### config.mk
export PLATFORM = sky130hd
export DESIGN_NAME = serial_subtractor_ctrl_flat
export DESIGN_NICKNAME = d
export VERILOG_FILES = /design/src/rtl/serial_subtractor_ctrl_if.sv /design/src/rtl/serial_subtractor_ctrl.sv /design/src/flat_wrapper.sv
export SDC_FILE = /design/constraint.sdc
export NUM_CORES = 1
export LEC_CHECK = 0
export ABC_AREA = 0
export BUFFER_PORTS_ARGS = -buffer_cell sky130_fd_sc_hd__buf_2
export CAP_MARGIN = 5
export CORE_MARGIN = 5
export CORE_UTILIZATION = 40
export CTS_CLUSTER_SIZE = 40
export DETAILED_ROUTE_END_ITERATION = 6
export PLACE_DENSITY = 0.57
export SLEW_MARGIN = 20
export SYNTH_ARGS = -nofsm -noshare
export SYNTH_HDL_FRONTEND = slang
export SYNTH_SLANG_ARGS = --single-unit
### constraint.sdc
create_clock -name clk -period 2.6 [get_ports clk]
set_input_delay 0.26 -clock clk [delete_from_list [all_inputs] [get_ports clk]]
set_output_delay 0.26 -clock clk [all_outputs]
set_load 0.01 [all_outputs]
### src/rtl/serial_subtractor_ctrl_if.sv
// Host-side bundle for serial_subtractor_ctrl: request, operands and results.
// ovf exists only when SERIAL_SUB_OVERFLOW_EN is defined.
interface serial_subtractor_ctrl_if #(
  parameter int WIDTH = 8
);
  logic             start;
  logic [WIDTH-1:0] a;
  logic [WIDTH-1:0] b;
  logic             bin_init;
  logic             busy;
  logic             done;
  logic [WIDTH-1:0] difference;
  logic             borrow_out;
`ifdef SERIAL_SUB_OVERFLOW_EN
  logic             ovf;
`endif

  modport master (
    output start, a, b, bin_init,
`ifdef SERIAL_SUB_OVERFLOW_EN
    input  ovf,
`endif
    input  busy, done, difference, borrow_out
  );

  modport slave (
    input  start, a, b, bin_init,
`ifdef SERIAL_SUB_OVERFLOW_EN
    output ovf,
`endif
    output busy, done, difference, borrow_out
  );
endinterface

### src/rtl/serial_subtractor_ctrl.sv
// Bit-serial a - b - bin_init using one full-subtractor cell, LSB first.
// Optional signed overflow flag under SERIAL_SUB_OVERFLOW_EN.
module serial_subtractor_ctrl #(
  parameter int WIDTH = 8
) (
  input  logic                    clk,
  input  logic                    rst,
  serial_subtractor_ctrl_if.slave bus
);
  localparam int CW = $clog2(WIDTH);

  typedef enum logic [1:0] {IDLE = 2'd0, RUN = 2'd1, DONE = 2'd2} state_t;

  state_t           state_q;
  logic [WIDTH-1:0] x_q, y_q, res_q, diff_q;
  logic [CW-1:0]    cnt_q;
  logic             br_q, bout_q, busy_q, done_q;

  logic             d_bit, br_d, last_bit;
  logic [WIDTH-1:0] res_d;

  always_comb begin
    d_bit    = x_q[0] ^ y_q[0] ^ br_q;
    br_d     = (~x_q[0] & y_q[0]) | (~(x_q[0] ^ y_q[0]) & br_q);
    res_d    = {d_bit, res_q[WIDTH-1:1]};
    last_bit = (cnt_q == CW'(WIDTH - 1));
  end

`ifdef SERIAL_SUB_OVERFLOW_EN
  logic a_msb_q, b_msb_q, ovf_q;
  assign bus.ovf = ovf_q;
`endif

  // NOTE: every state bit is cleared by reset, so an aborted operation leaves
  // nothing behind; non-blocking assignments keep the shift/borrow update
  // reading pre-edge values regardless of statement order.
  always_ff @(posedge clk or posedge rst) begin
    if (rst) begin
      state_q <= IDLE;
      x_q     <= '0;
      y_q     <= '0;
      res_q   <= '0;
      diff_q  <= '0;
      cnt_q   <= '0;
      br_q    <= 1'b0;
      bout_q  <= 1'b0;
      busy_q  <= 1'b0;
      done_q  <= 1'b0;
`ifdef SERIAL_SUB_OVERFLOW_EN
      a_msb_q <= 1'b0;
      b_msb_q <= 1'b0;
      ovf_q   <= 1'b0;
`endif
    end else begin
      case (state_q)
        IDLE: begin
          done_q <= 1'b0;
          if (bus.start) begin
            x_q     <= bus.a;
            y_q     <= bus.b;
            br_q    <= bus.bin_init;
            cnt_q   <= '0;
            busy_q  <= 1'b1;
            state_q <= RUN;
`ifdef SERIAL_SUB_OVERFLOW_EN
            a_msb_q <= bus.a[WIDTH-1];
            b_msb_q <= bus.b[WIDTH-1];
`endif
          end
        end
        RUN: begin
          res_q <= res_d;
          x_q   <= x_q >> 1;
          y_q   <= y_q >> 1;
          br_q  <= br_d;
          cnt_q <= cnt_q + CW'(1);
          if (last_bit) begin
            diff_q  <= res_d;
            bout_q  <= br_d;
            busy_q  <= 1'b0;
            done_q  <= 1'b1;
            state_q <= DONE;
`ifdef SERIAL_SUB_OVERFLOW_EN
            // bin_init deliberately plays no part in the overflow term
            ovf_q   <= (a_msb_q != b_msb_q) && (res_d[WIDTH-1] != a_msb_q);
`endif
          end
        end
        DONE: begin
          done_q  <= 1'b0;
          state_q <= IDLE;
        end
        default: begin
          busy_q  <= 1'b0;
          done_q  <= 1'b0;
          state_q <= IDLE;
        end
      endcase
    end
  end

  assign bus.busy       = busy_q;
  assign bus.done       = done_q;
  assign bus.difference = diff_q;
  assign bus.borrow_out = bout_q;
endmodule

### src/flat_wrapper.sv
// flat-port wrapper written by rule: the top's interface ports become plain ports
module serial_subtractor_ctrl_flat 
#(
  parameter int WIDTH = 8
)
  (clk, rst, bus_start, bus_a, bus_b, bus_bin_init, bus_busy, bus_done, bus_difference, bus_borrow_out);
  serial_subtractor_ctrl_if #(.WIDTH(WIDTH)) bus_i ();
  input  logic clk;
  input  logic rst;
  input wire logic [$bits(bus_i.start)-1:0] bus_start;
  input wire logic [$bits(bus_i.a)-1:0] bus_a;
  input wire logic [$bits(bus_i.b)-1:0] bus_b;
  input wire logic [$bits(bus_i.bin_init)-1:0] bus_bin_init;
  output wire logic [$bits(bus_i.busy)-1:0] bus_busy;
  output wire logic [$bits(bus_i.done)-1:0] bus_done;
  output wire logic [$bits(bus_i.difference)-1:0] bus_difference;
  output wire logic [$bits(bus_i.borrow_out)-1:0] bus_borrow_out;
  assign bus_i.start = bus_start;
  assign bus_i.a = bus_a;
  assign bus_i.b = bus_b;
  assign bus_i.bin_init = bus_bin_init;
  assign bus_busy = bus_i.busy;
  assign bus_done = bus_i.done;
  assign bus_difference = bus_i.difference;
  assign bus_borrow_out = bus_i.borrow_out;
  serial_subtractor_ctrl #(.WIDTH(WIDTH)) u_core (.clk(clk), .rst(rst), .bus(bus_i));
endmodule
# Word level (Yosys, flattened, before mapping)
# Index checks and enable logic that the tools add are counted.
[classes]
add_sub_neg = 1
n_eq_ne = 5
muxes = 16
bitwise_logic = 8
reduce_logical = 6
[op_table]
columns = ["op", "count"]
rows = [
  ["$pmux W8 S2", 2],
  ["$mux W8", 2],
  ["$pmux W3 S2", 1],
  ["$reduce_and A2 Y1", 3],
  ["$mux W1", 5],
  ["$mux W2", 2],
  ["$pmux W2 S2", 1],
  ["$add A3 B1 Y3 const B", 1],
  ["$eq A3 B3 Y1 const B", 1],
  ["$mux W3", 1],
  ["$not A1 Y1", 3],
  ["$pmux W1 S3", 1],
  ["$reduce_and A3 Y1", 1],
  ["$and A1 B1 Y1", 2],
  ["$eq A2 B1 Y1 const B", 1],
  ["$eq A2 B2 Y1 const B", 1],
  ["$logic_not A2 Y1", 1],
  ["$ne A2 B1 Y1 const B", 1],
  ["$ne A2 B2 Y1 const B", 1],
  ["$pmux W1 S2", 1],
  ["$reduce_bool A2 Y1", 1],
  ["$xor A1 B1 Y1", 2],
  ["$or A1 B1 Y1", 1],
]
[totals]
regBits = 41
input_bits = 20
output_inout_bits = 11
word_cells = 46

# Logic depth before layout (Yosys ltp)
# Gate-level depths: netlist of run 1.
[logic_depth]
word_depth = 5
ltp_mapped = 6
mapped_depth_nobuf = 5

# Least setup slack after synthesis of run 1
# OpenSTA, ideal clock, no wires.
[synth_timing]
path_kind = "register to register"
start = "reg u_core.cnt_q[0]"
end = "reg u_core.diff_q[0] (netlist: u_core.bus.difference[0])"
setup_time_ps = 125
t_arrival_ps = 1317
slack_ps = 1158
path_stages_with_launch = 6
synth_period_minus_slack_ps = 1442
path_cell_list = "dfrtp_1 > ha_1 > ha_1 > nand3b_2 > buf_6 > mux2_4"
[synth_via]
elab_chain_cells = 2
[synth_lines]
columns = ["element", "line", "source"]
rows = [
  ["start: declaration", "serial_subtractor_ctrl.sv:16", "logic [CW-1:0] cnt_q;"],
  ["start signal: assignment", "serial_subtractor_ctrl.sv:76", "cnt_q <= cnt_q + CW'(1);"],
  ["$eq A3 B3 Y1", "serial_subtractor_ctrl.sv:26", "last_bit = (cnt_q == CW'(WIDTH - 1));"],
  ["$reduce_and A2 Y1 (no line)", "-", ""],
  ["end signal: assignment", "serial_subtractor_ctrl.sv:78", "diff_q <= res_d;"],
  ["end: declaration", "serial_subtractor_ctrl.sv:15", "logic [WIDTH-1:0] x_q, y_q, res_q, diff_q;"],
]
# No other way between the ends.
# A chain may end at the register's enable or synchronous reset.

# Worst setup path in the final report of run 1
[layout_timing]
start = "reg u_core.cnt_q[0]"
end = "reg u_core.diff_q[7] (netlist: u_core.bus.difference[7])"
# The elaborated chain is that of the path after synthesis.

==> results of run 1 <==
[area by class of cell]
class,instances,share of cell area
Sequential cell,40,0.473
Clock buffer,6,0.0390
Inverter,8,0.0142
Clock inverter,2,0.00473
Multi-Input combinational cell,107,0.354
Timing Repair Buffer,34,0.0851
Tap cell,52,0.0307
[worst min-delay path: stages]
cell and delay [ns]:
buf_2 0.10, inv_1 0.04, buf_4 0.42
[power breakdown]
group / internal, mW / total (mW) / switching [mW]
clock network: 0.212 / 0.421 / 0.209
logic: 0.484 / 0.961 / 0.476
registers: 0.915 / 1.11 / 0.193
[metrics by stage]
| stage | power (mW) | std cells | cell area (um^2) | util |
|---|---|---|---|---|
| after floorplan | 1.84 | 165 | 1850 | - |
| after global placement | 2.07 | 241 | 2030 | 0.459 |
| after detailed placement | 2.11 | 241 | 2030 | 0.459 |
| after CTS | 2.54 | 249 | 2120 | 0.480 |
| after global routing | 2.72 | 249 | 2120 | 0.480 |
| final | 2.49 | 249 | 2120 | 0.480 |
[metal layers]
| layer | part of all wire | vias up |
|---|---|---|
| li1 | - | 624 |
| met1 | 0.46 | 641 |
| met2 | 0.50 | 23 |
| met3 | 0.039 | 2 |
| met4 | 0.0033 | 0 |
| met5 | 0 | - |
[sequential cells by signal, indices dropped and copies added, names as in the netlist]
register / flops
u_core.br_q: 1
u_core.bus.borrow_out: 1
u_core.bus.busy: 1
u_core.bus.difference: 8
u_core.bus.done: 1
u_core.cnt_q: 3
u_core.res_q: 7
u_core.state_q: 2
u_core.x_q: 8
u_core.y_q: 8
[cells by family after synthesis]
group,after synthesis,synth area share
DFF,40,0.541
adders and majority gates,3,0.0243
muxes,8,0.0628
and+or+nand+nor,64,0.182
buffers and inverters,18,0.0547
AOI/OAI and AO/OA,32,0.136
[how the worst max path moves through the flow]
stage	from	to	slack, ns
2_1_floorplan	u_core.cnt_q[0]	u_core.bus.difference[0]	1.16
3_3_place_gp	u_core.cnt_q[0]	u_core.bus.difference[7]	1.03
3_5_place_dp	u_core.cnt_q[0]	u_core.bus.difference[7]	0.98
4_1_cts	u_core.cnt_q[0]	u_core.bus.difference[7]	0.97
5_1_grt	u_core.cnt_q[0]	u_core.bus.difference[7]	0.88
6_report	u_core.cnt_q[0]	u_core.bus.difference[7]	0.98
[placed cells by master (no fill, tap or decap), types with 4 or more instances in the layout]
cell,Yosys,final
buf_4,1,4
mux2_4,7,7
inv_1,8,8
dfrtp_1,40,40
nor3b_1,4,4
buf_2,6,30
clkbuf_8,0,6
nand2_1,30,30
nand2b_1,4,4
nand3b_1,6,6
nor2_1,6,6
o21ai_1,10,10
o22a_1,4,4
==> qor.yml, run 1 <==
outcome: "complete, no violations"
cts_resized: 0
die_width_um: 78.0
n_fill_cell: 429
grt_usage: 0.131
postCtsSetupBuffers: 0
crit_fanout: 11
cts_sinks: 40
yosysWarnings: 0
cts_tree: "built"
fin_crit_sh: 0.622
synthCells: 165
ir_worst_vdd_mv: 0.404
critical_path.cell_chain: "ha_1 > ha_1 > nand3b_2 > mux2_1"
worstSetupPathType: "reg -> reg"
finalMaxSlewViolations: 0
io_buffers: 30
layout_setup_ws_ns: 0.982
max-clock-path-buffers: 2
worst_r2r_startpoint: "u_core.cnt_q[0]"
holdBufCountCts: 0
synth_edf_count: 0
r2r-end: "u_core.bus.difference[7]"
wirelength_um: 3650
grt_pass1_wl_um: 6490
rows: 24
cts_buffers: 5
grt_max_degree: 41
viasPerCell: 5.18
die-area_mm2: 0.00609
synth_seq_area_share: 0.541
yosysMostFrequentCell: "dfrtp_1"
critPathArrivalTime_ns: 1.79
ys_async_sr_fraction: 1.00
antennaDiodeCount: 0
start_util: 0.420
p_per_area_mw_per_mm2: 1180
slowest_delay_ns: 0.40
fmax_mhz: 618
multi_input_area_um2: 749
area_growth_pct: 14.4
die_height_um: 78.0
p_leak_nw: 1.05
reg2reg_slack_ns: 0.98
nNetsFinal: 219
synth_top_cells_by_count: "dfrtp_1, nand2_1, o21ai_1"
reg2reg_depth: 4
grt_pass1_vias: 1417
drive_above_1_share: 0.289
postRouteAntennaNets: 0
hpwlAfterDp_um: 2600
holdWs_ns: 0.0887
core_mm2: 0.00441
cp_slowest_cell: "dfrtp_1"
place_congestion: 0.729
hp-class: "in -> async"
ys_ff_latch: 40
required_ns: 2.78
syn_area_mm2: 0.00185
synth_flop_cell: "dfrtp_1"
clockRootBuffer: "clkbuf_8"
rsz0062_at_grt: "no"
hold_violations: 0
skew_ns: 0.00459
synthesis.nets: 188
vias: 1290
worst_pin_slew_ns: 0.491
cp_num_cells: 4
htree_num_levels: 2
relSlewSlack: 0.672
wl_per_cell_um: 14.7
grt_overflow: 0
synth_top_area_cell: "dfrtp_1"
seqCellArea_mm2: 0.00100
cp_top_family: "adder cells"
global_route.peak_usage_layer: "met2"
dp_slack_ns: 0.981
cp-start-kind: "register"
met2_usage: 0.213
io_pins: 31
final-setup-viol-count: 0
dr.pass1.iters: 4
avgSynthCellArea_um2: 11.2
antenna_found_initial: 0
clk_latency_ns: 0.29
layout_min_cycle_time_ns: 1.62
drt_iter0_drc: 43
synth_area_leaders: "dfrtp_1, nand2_1, mux2_4"
synthDistinctLibCells: 33
max_cap_viol_count: 0
grtUsageMet1: 0.168
cpMostUsedCell: "ha_1"
clkTransAtPathRegs_ns: 0.08
grtUsageMet3: 0.0378
drc_errors: 0
critPathCaptureType: "register"
synth_top_area_frac: 0.541
finalSetupTns_ns: 0
path_buf_inv: 0
No activity file was read; power rests on OpenSTA's default activity.
==> run 2: changes to the inputs <==
==> constraint.sdc (replaced) <==
create_clock -name clk -period 1.65 [get_ports clk]
set_input_delay 0.165 -clock clk [delete_from_list [all_inputs] [get_ports clk]]
set_output_delay 0.165 -clock clk [all_outputs]
set_load 0.01 [all_outputs]
==> run 2 against run 1 <==
Compared with the run above:
- cell count up 0.40%
- worst setup slack worse by 0.86 ns
- sequential cell count did not move
- clock power grew 47%
- combinational power increased by 63%
- sequential power grew 58%
- clock skew hardly changed
- register-to-register slack got worse by 0.86 ns
- total power increased by 58%
- design area up 1.3%
- critical path type unchanged
==> qor.yml, run 2 (same netlist as run 1, synthesis figures left out) <==
outcome: "complete, no violations"
drive_above_1_share: 0.288
r2r-end: "u_core.bus.difference[7]"
grt_usage: 0.131
hp-class: "in -> reg"
die-area_mm2: 0.00609
layout_min_cycle_time_ns: 1.53
reg2reg_depth: 4
cp_slowest_cell: "dfrtp_1"
cpMostUsedCell: "ha_1"
finalMaxSlewViolations: 0
dr.pass1.iters: 4
wirelength_um: 3790
die_height_um: 78.0
worst_r2r_startpoint: "u_core.cnt_q[0]"
wl_per_cell_um: 15.2
p_leak_nw: 1.07
cts_sinks: 40
viasPerCell: 5.24
cts_tree: "built"
nNetsFinal: 221
clk_latency_ns: 0.29
cp-startpoint: "u_core.cnt_q[0]"
grt_overflow: 0
cp_top_family: "adder cells"
layout_setup_ws_ns: 0.120
critical_path.cell_chain: "ha_1 > ha_1 > nand3b_4 > mux2_1"
grt_pass1_wl_um: 6430
final_common_cell: "dfrtp_1"
io_pins: 31
p_per_area_mw_per_mm2: 1840
hold_violations: 0
total_power_mw: 3.94
max-clock-path-buffers: 2
dp_slack_ns: 0.0170
layoutNonFillerInstCount: 250
vias: 1310
cp-start-kind: "register"
htree_num_levels: 2
drt_iter0_drc: 35
drc_errors: 0
critPathArrivalTime_ns: 1.70
place_inst: 242
final-setup-viol-count: 0
relSlewSlack: 0.661
area_growth_pct: 15.9
multi_input_area_um2: 758
postRouteAntennaNets: 0
worst_pin_slew_ns: 0.509
place_congestion: 0.748
start_util: 0.420
layout.cells.most_common_list: "dfrtp_1, nand2_1, buf_2, o21ai_1, inv_1"
crit_fanout: 11
ir_worst_vdd_mv: 0.738
fin_crit_sh: 0.927
rsz0062_at_grt: "no"
path_buf_inv: 0
rows: 24
grt_pass1_vias: 1365
required_ns: 1.82
max_cap_viol_count: 0
critPathCaptureType: "register"
core_mm2: 0.00441
holdWs_ns: 0.105
crit_end: "u_core.bus.difference[7]"
skew_ns: 0.00473
die_width_um: 78.0
slowest_delay_ns: 0.40
postCtsSetupBuffers: 0
antenna_found_initial: 0
hpwlAfterDp_um: 2680
antennaDiodeCount: 0
fmax_mhz: 653
reg2reg_slack_ns: 0.12
clkTransAtPathRegs_ns: 0.08
grt_max_degree: 41
worstSetupPathType: "reg -> reg"
cp_num_cells: 4
clockRootBuffer: "clkbuf_8"
seqCellArea_mm2: 0.00100
io_buffers: 30
finalSetupTns_ns: 0
n_fill_cell: 417
cts_buffers: 5
## run 2: cell types whose count changed in the layout (fill, tap and decap cells not counted)
cell,delta
nand3b_4,+1
dlygate4sd3_1,+1
clkbuf_8,-1
buf_12,+1
nand3b_2,-1
clkinvlp_4,+1
clkinv_2,-1
## run 2: cell type report
cell class | count | share of cell area
clock buffer | 5 | 0.0321
clock inverter | 2 | 0.00583
inverter | 8 | 0.0140
multi-input combinational | 107 | 0.353
sequential | 40 | 0.466
tap | 52 | 0.0303
timing repair buffer | 36 | 0.0980
## run 2: routing by layer
| layer | vias to the layer above | part of all wire | global-route usage | routed length [um] |
|---|---|---|---|---|
| li1 | 630 | - | - | - |
| met1 | 644 | 0.46 | 0.164 | 1740 |
| met2 | 31 | 0.48 | 0.219 | 1840 |
| met3 | 5 | 0.043 | 0.0343 | 164 |
| met4 | 0 | 0.012 | 0.0456 | 47 |
| met5 | - | 0 | 0 | 0 |
## run 2: worst min-delay path by stage
| stage | slack (ns) | startpoint | endpoint | depth (start not counted) |
|---|---|---|---|---|
| after CTS | 0.1 | bus_a[7] | u_core.x_q[7] | 3 |
| final | 0.10 | bus_a[7] | u_core.x_q[7] | 3 |
| after global placement | 0.31 | rst | u_core.bus.difference[0] | 3 |
| after detailed placement | 0.32 | rst | u_core.bus.difference[0] | 3 |
| after floorplan | 0.29 | bus_a[7] | u_core.x_q[7] | 2 |
| after global routing | 0.11 | bus_a[7] | u_core.x_q[7] | 3 |
## run 2: worst reg2reg max path, delay by kind of cell, from the launching register on
kind	cells	cell delay (ns)
fa+ha+maj	2	0.46
flops	1	0.40
mux	1	0.34
simple gates	1	0.21
## run 2: repair_timing
action | 4_1_cts | 5_1_grt
endpoints found under the hold margin | 10 | 0
resized for setup | 0 | 1
endpoints found under the setup margin | 0 | 8
hold buffers | 1 | 0
## run 2: metrics by stage
step | area (um^2) | util
after floorplan | 1850 | -
after global placement | 2050 | 0.463
after detailed placement | 2050 | 0.463
after CTS | 2140 | 0.484
after global routing | 2150 | 0.486
final | 2150 | 0.486
## run 2: where the power goes
| part | leakage (nW) | internal [mW] | switching (mW) | total [mW] |
|---|---|---|---|---|
| sequential | 0.484 | 1.44 | 0.311 | 1.75 |
| combinational | 0.541 | 0.795 | 0.780 | 1.57 |
| clock | 0.0400 | 0.286 | 0.332 | 0.619 |
| total | 1.07 | 2.52 | 1.42 | 3.94 |
==> run 3: changes to the inputs <==
--- a/config.mk
+++ b/config.mk
@@ -12,7 +12,6 @@
 export CORE_UTILIZATION = 40
 export CTS_CLUSTER_SIZE = 40
 export DETAILED_ROUTE_END_ITERATION = 6
-export PLACE_DENSITY = 0.57
 export SLEW_MARGIN = 20
 export SYNTH_ARGS = -nofsm -noshare
 export SYNTH_HDL_FRONTEND = slang
==> run 3 against run 2 <==
Compared with the run above:
- the flow now finishes with violations (negative hold slack)
- via count is 0.99% lower
- clock skew barely moved
- global-route usage is essentially flat
- non-clock buffer count is 1 lower
- worst setup slack got worse by 0.0041 ns
- utilization is 0.31 points lower
- critical path depth unchanged
- largest cell class unchanged
==> qor.yml, run 3 (same netlist as run 1, synthesis figures left out) <==
violations: "negative hold slack"
nNetsFinal: 220
layout.cells.most_common_list: "dfrtp_1, nand2_1, buf_2, o21ai_1, inv_1"
place_inst: 242
vias: 1297
cp_slowest_cell: "dfrtp_1"
drt_iter0_drc: 69
skew_ns: 0.00480
grt_pass1_vias: 1348
place_congestion: 0.834
hold_violations: 19
start_util: 0.420
die_width_um: 78.0
holdBufCountCts: 0
slowest_delay_ns: 0.40
core_mm2: 0.00441
rsz0062_at_grt: "no"
max_cap_viol_count: 0
io_pins: 31
layoutNonFillerInstCount: 249
critPathArrivalTime_ns: 1.70
required_ns: 1.81
viasPerCell: 5.21
clk_latency_ns: 0.28
wirelength_um: 3720
final_area_mm2: 0.00213
finalSetupTns_ns: 0
critPathCaptureType: "register"
layout_min_cycle_time_ns: 1.53
cp-start-kind: "register"
cts_buffers: 5
fmax_mhz: 652
cpMostUsedCell: "ha_1"
post_dp_cell_area_mm2: 0.00205
final_common_cell: "dfrtp_1"
holdWs_ns: -0.00876
antennaDiodeCount: 0
grt_pass1_wl_um: 6380
cts_resized: 0
hpwlAfterDp_um: 2670
finalMaxSlewViolations: 0
drc_errors: 0
postCtsSetupBuffers: 0
antenna_found_initial: 0
clkTransAtPathRegs_ns: 0.07
grt_overflow: 0
drive_above_1_share: 0.284
rows: 24
clockRootBuffer: "clkbuf_8"
io_buffers: 30
grt_max_degree: 41
postRouteAntennaNets: 0
total_power_mw: 3.94
wl_per_cell_um: 14.9
cts_tree: "built"
worst_pin_slew_ns: 0.497
p_leak_nw: 1.06
outcome: "finished with violations"
dr.pass1.iters: 4
die_height_um: 78.0
final-setup-viol-count: 0
ir_worst_vdd_mv: 0.640
path_buf_inv: 0
critical_path.cell_chain: "ha_1 > ha_1 > nand3b_4 > mux2_1"
die-area_mm2: 0.00609
worstSetupPathType: "reg -> reg"
cts_sinks: 40
grt_usage: 0.131
p_per_area_mw_per_mm2: 1850
hp-class: "in -> async"
area_growth_pct: 15.1
fin_crit_sh: 0.930
relSlewSlack: 0.668
htree_num_levels: 2
max-clock-path-buffers: 2
cp_top_family: "adder cells"
crit_fanout: 11
==> run 3: cell count changes in the layout (fill, tap and decap cells not counted) <==
cell and delta:
clkbuf_1 +1, clkinvlp_4 -1, dlygate4sd3_1 -1
==> run 3: metrics by stage <==
step | worst slack [ns] | hold slack [ns] | utilization
floorplan | 0.208 | 0.292 | -
global placement | 0.0857 | 0.311 | 0.463
detailed placement | 0.0274 | 0.318 | 0.463
CTS | 0.00435 | 0.00440 | 0.481
global route | 0.0317 | 0.0419 | 0.483
finish | 0.116 | -0.00876 | 0.483
==> run 3: path summary, 6_finish.rpt <==
kind / from / end / slack (ns) / depth (start not counted)
setup / recovery: u_core.cnt_q[0] / u_core.bus.difference[7] / 0.12 / 4
max in group asynchronous: rst / u_core.bus.difference[5] / 1.32 / 3
min in group clk: bus_a[7] / u_core.x_q[7] / 0.11 / 3
hold / removal: rst / u_core.res_q[1] / -0.009 / 3
hold reg to reg: u_core.bus.borrow_out / u_core.bus.borrow_out / 0.49 / 2
setup reg to reg: u_core.cnt_q[0] / u_core.bus.difference[7] / 0.12 / 4
==> run 3: where the power goes <==
group          internal (mW)  leakage [nW]  switching (mW)  total, mW
Clock                  0.287        0.0410           0.317      0.605
Combinational          0.798         0.537           0.787       1.58
Sequential              1.44         0.484           0.306       1.75
==> run 3: final cells by class <==
cell class	count	area (um^2)
clock inverter	1	5.00
clock buffer	6	72.6
multi-input combinational	107	758
sequential	40	1000
timing repair buffer	35	200
fill	443	2280
inverter	8	30.0
tap	52	65.1
==> run 3: per-layer routing <==
metal  global-route usage  wire, um  up-vias
li1                     -         -      628
met1                0.170      1720      627
met2                0.209      1750       36
met3               0.0435       210        6
met4               0.0355        42        0
met5                    0         0        -
==> run 3: tightest hold or removal path: stages <==
cell	delay, ns
buf_2	0.10
inv_1	0.04
buf_4	0.42
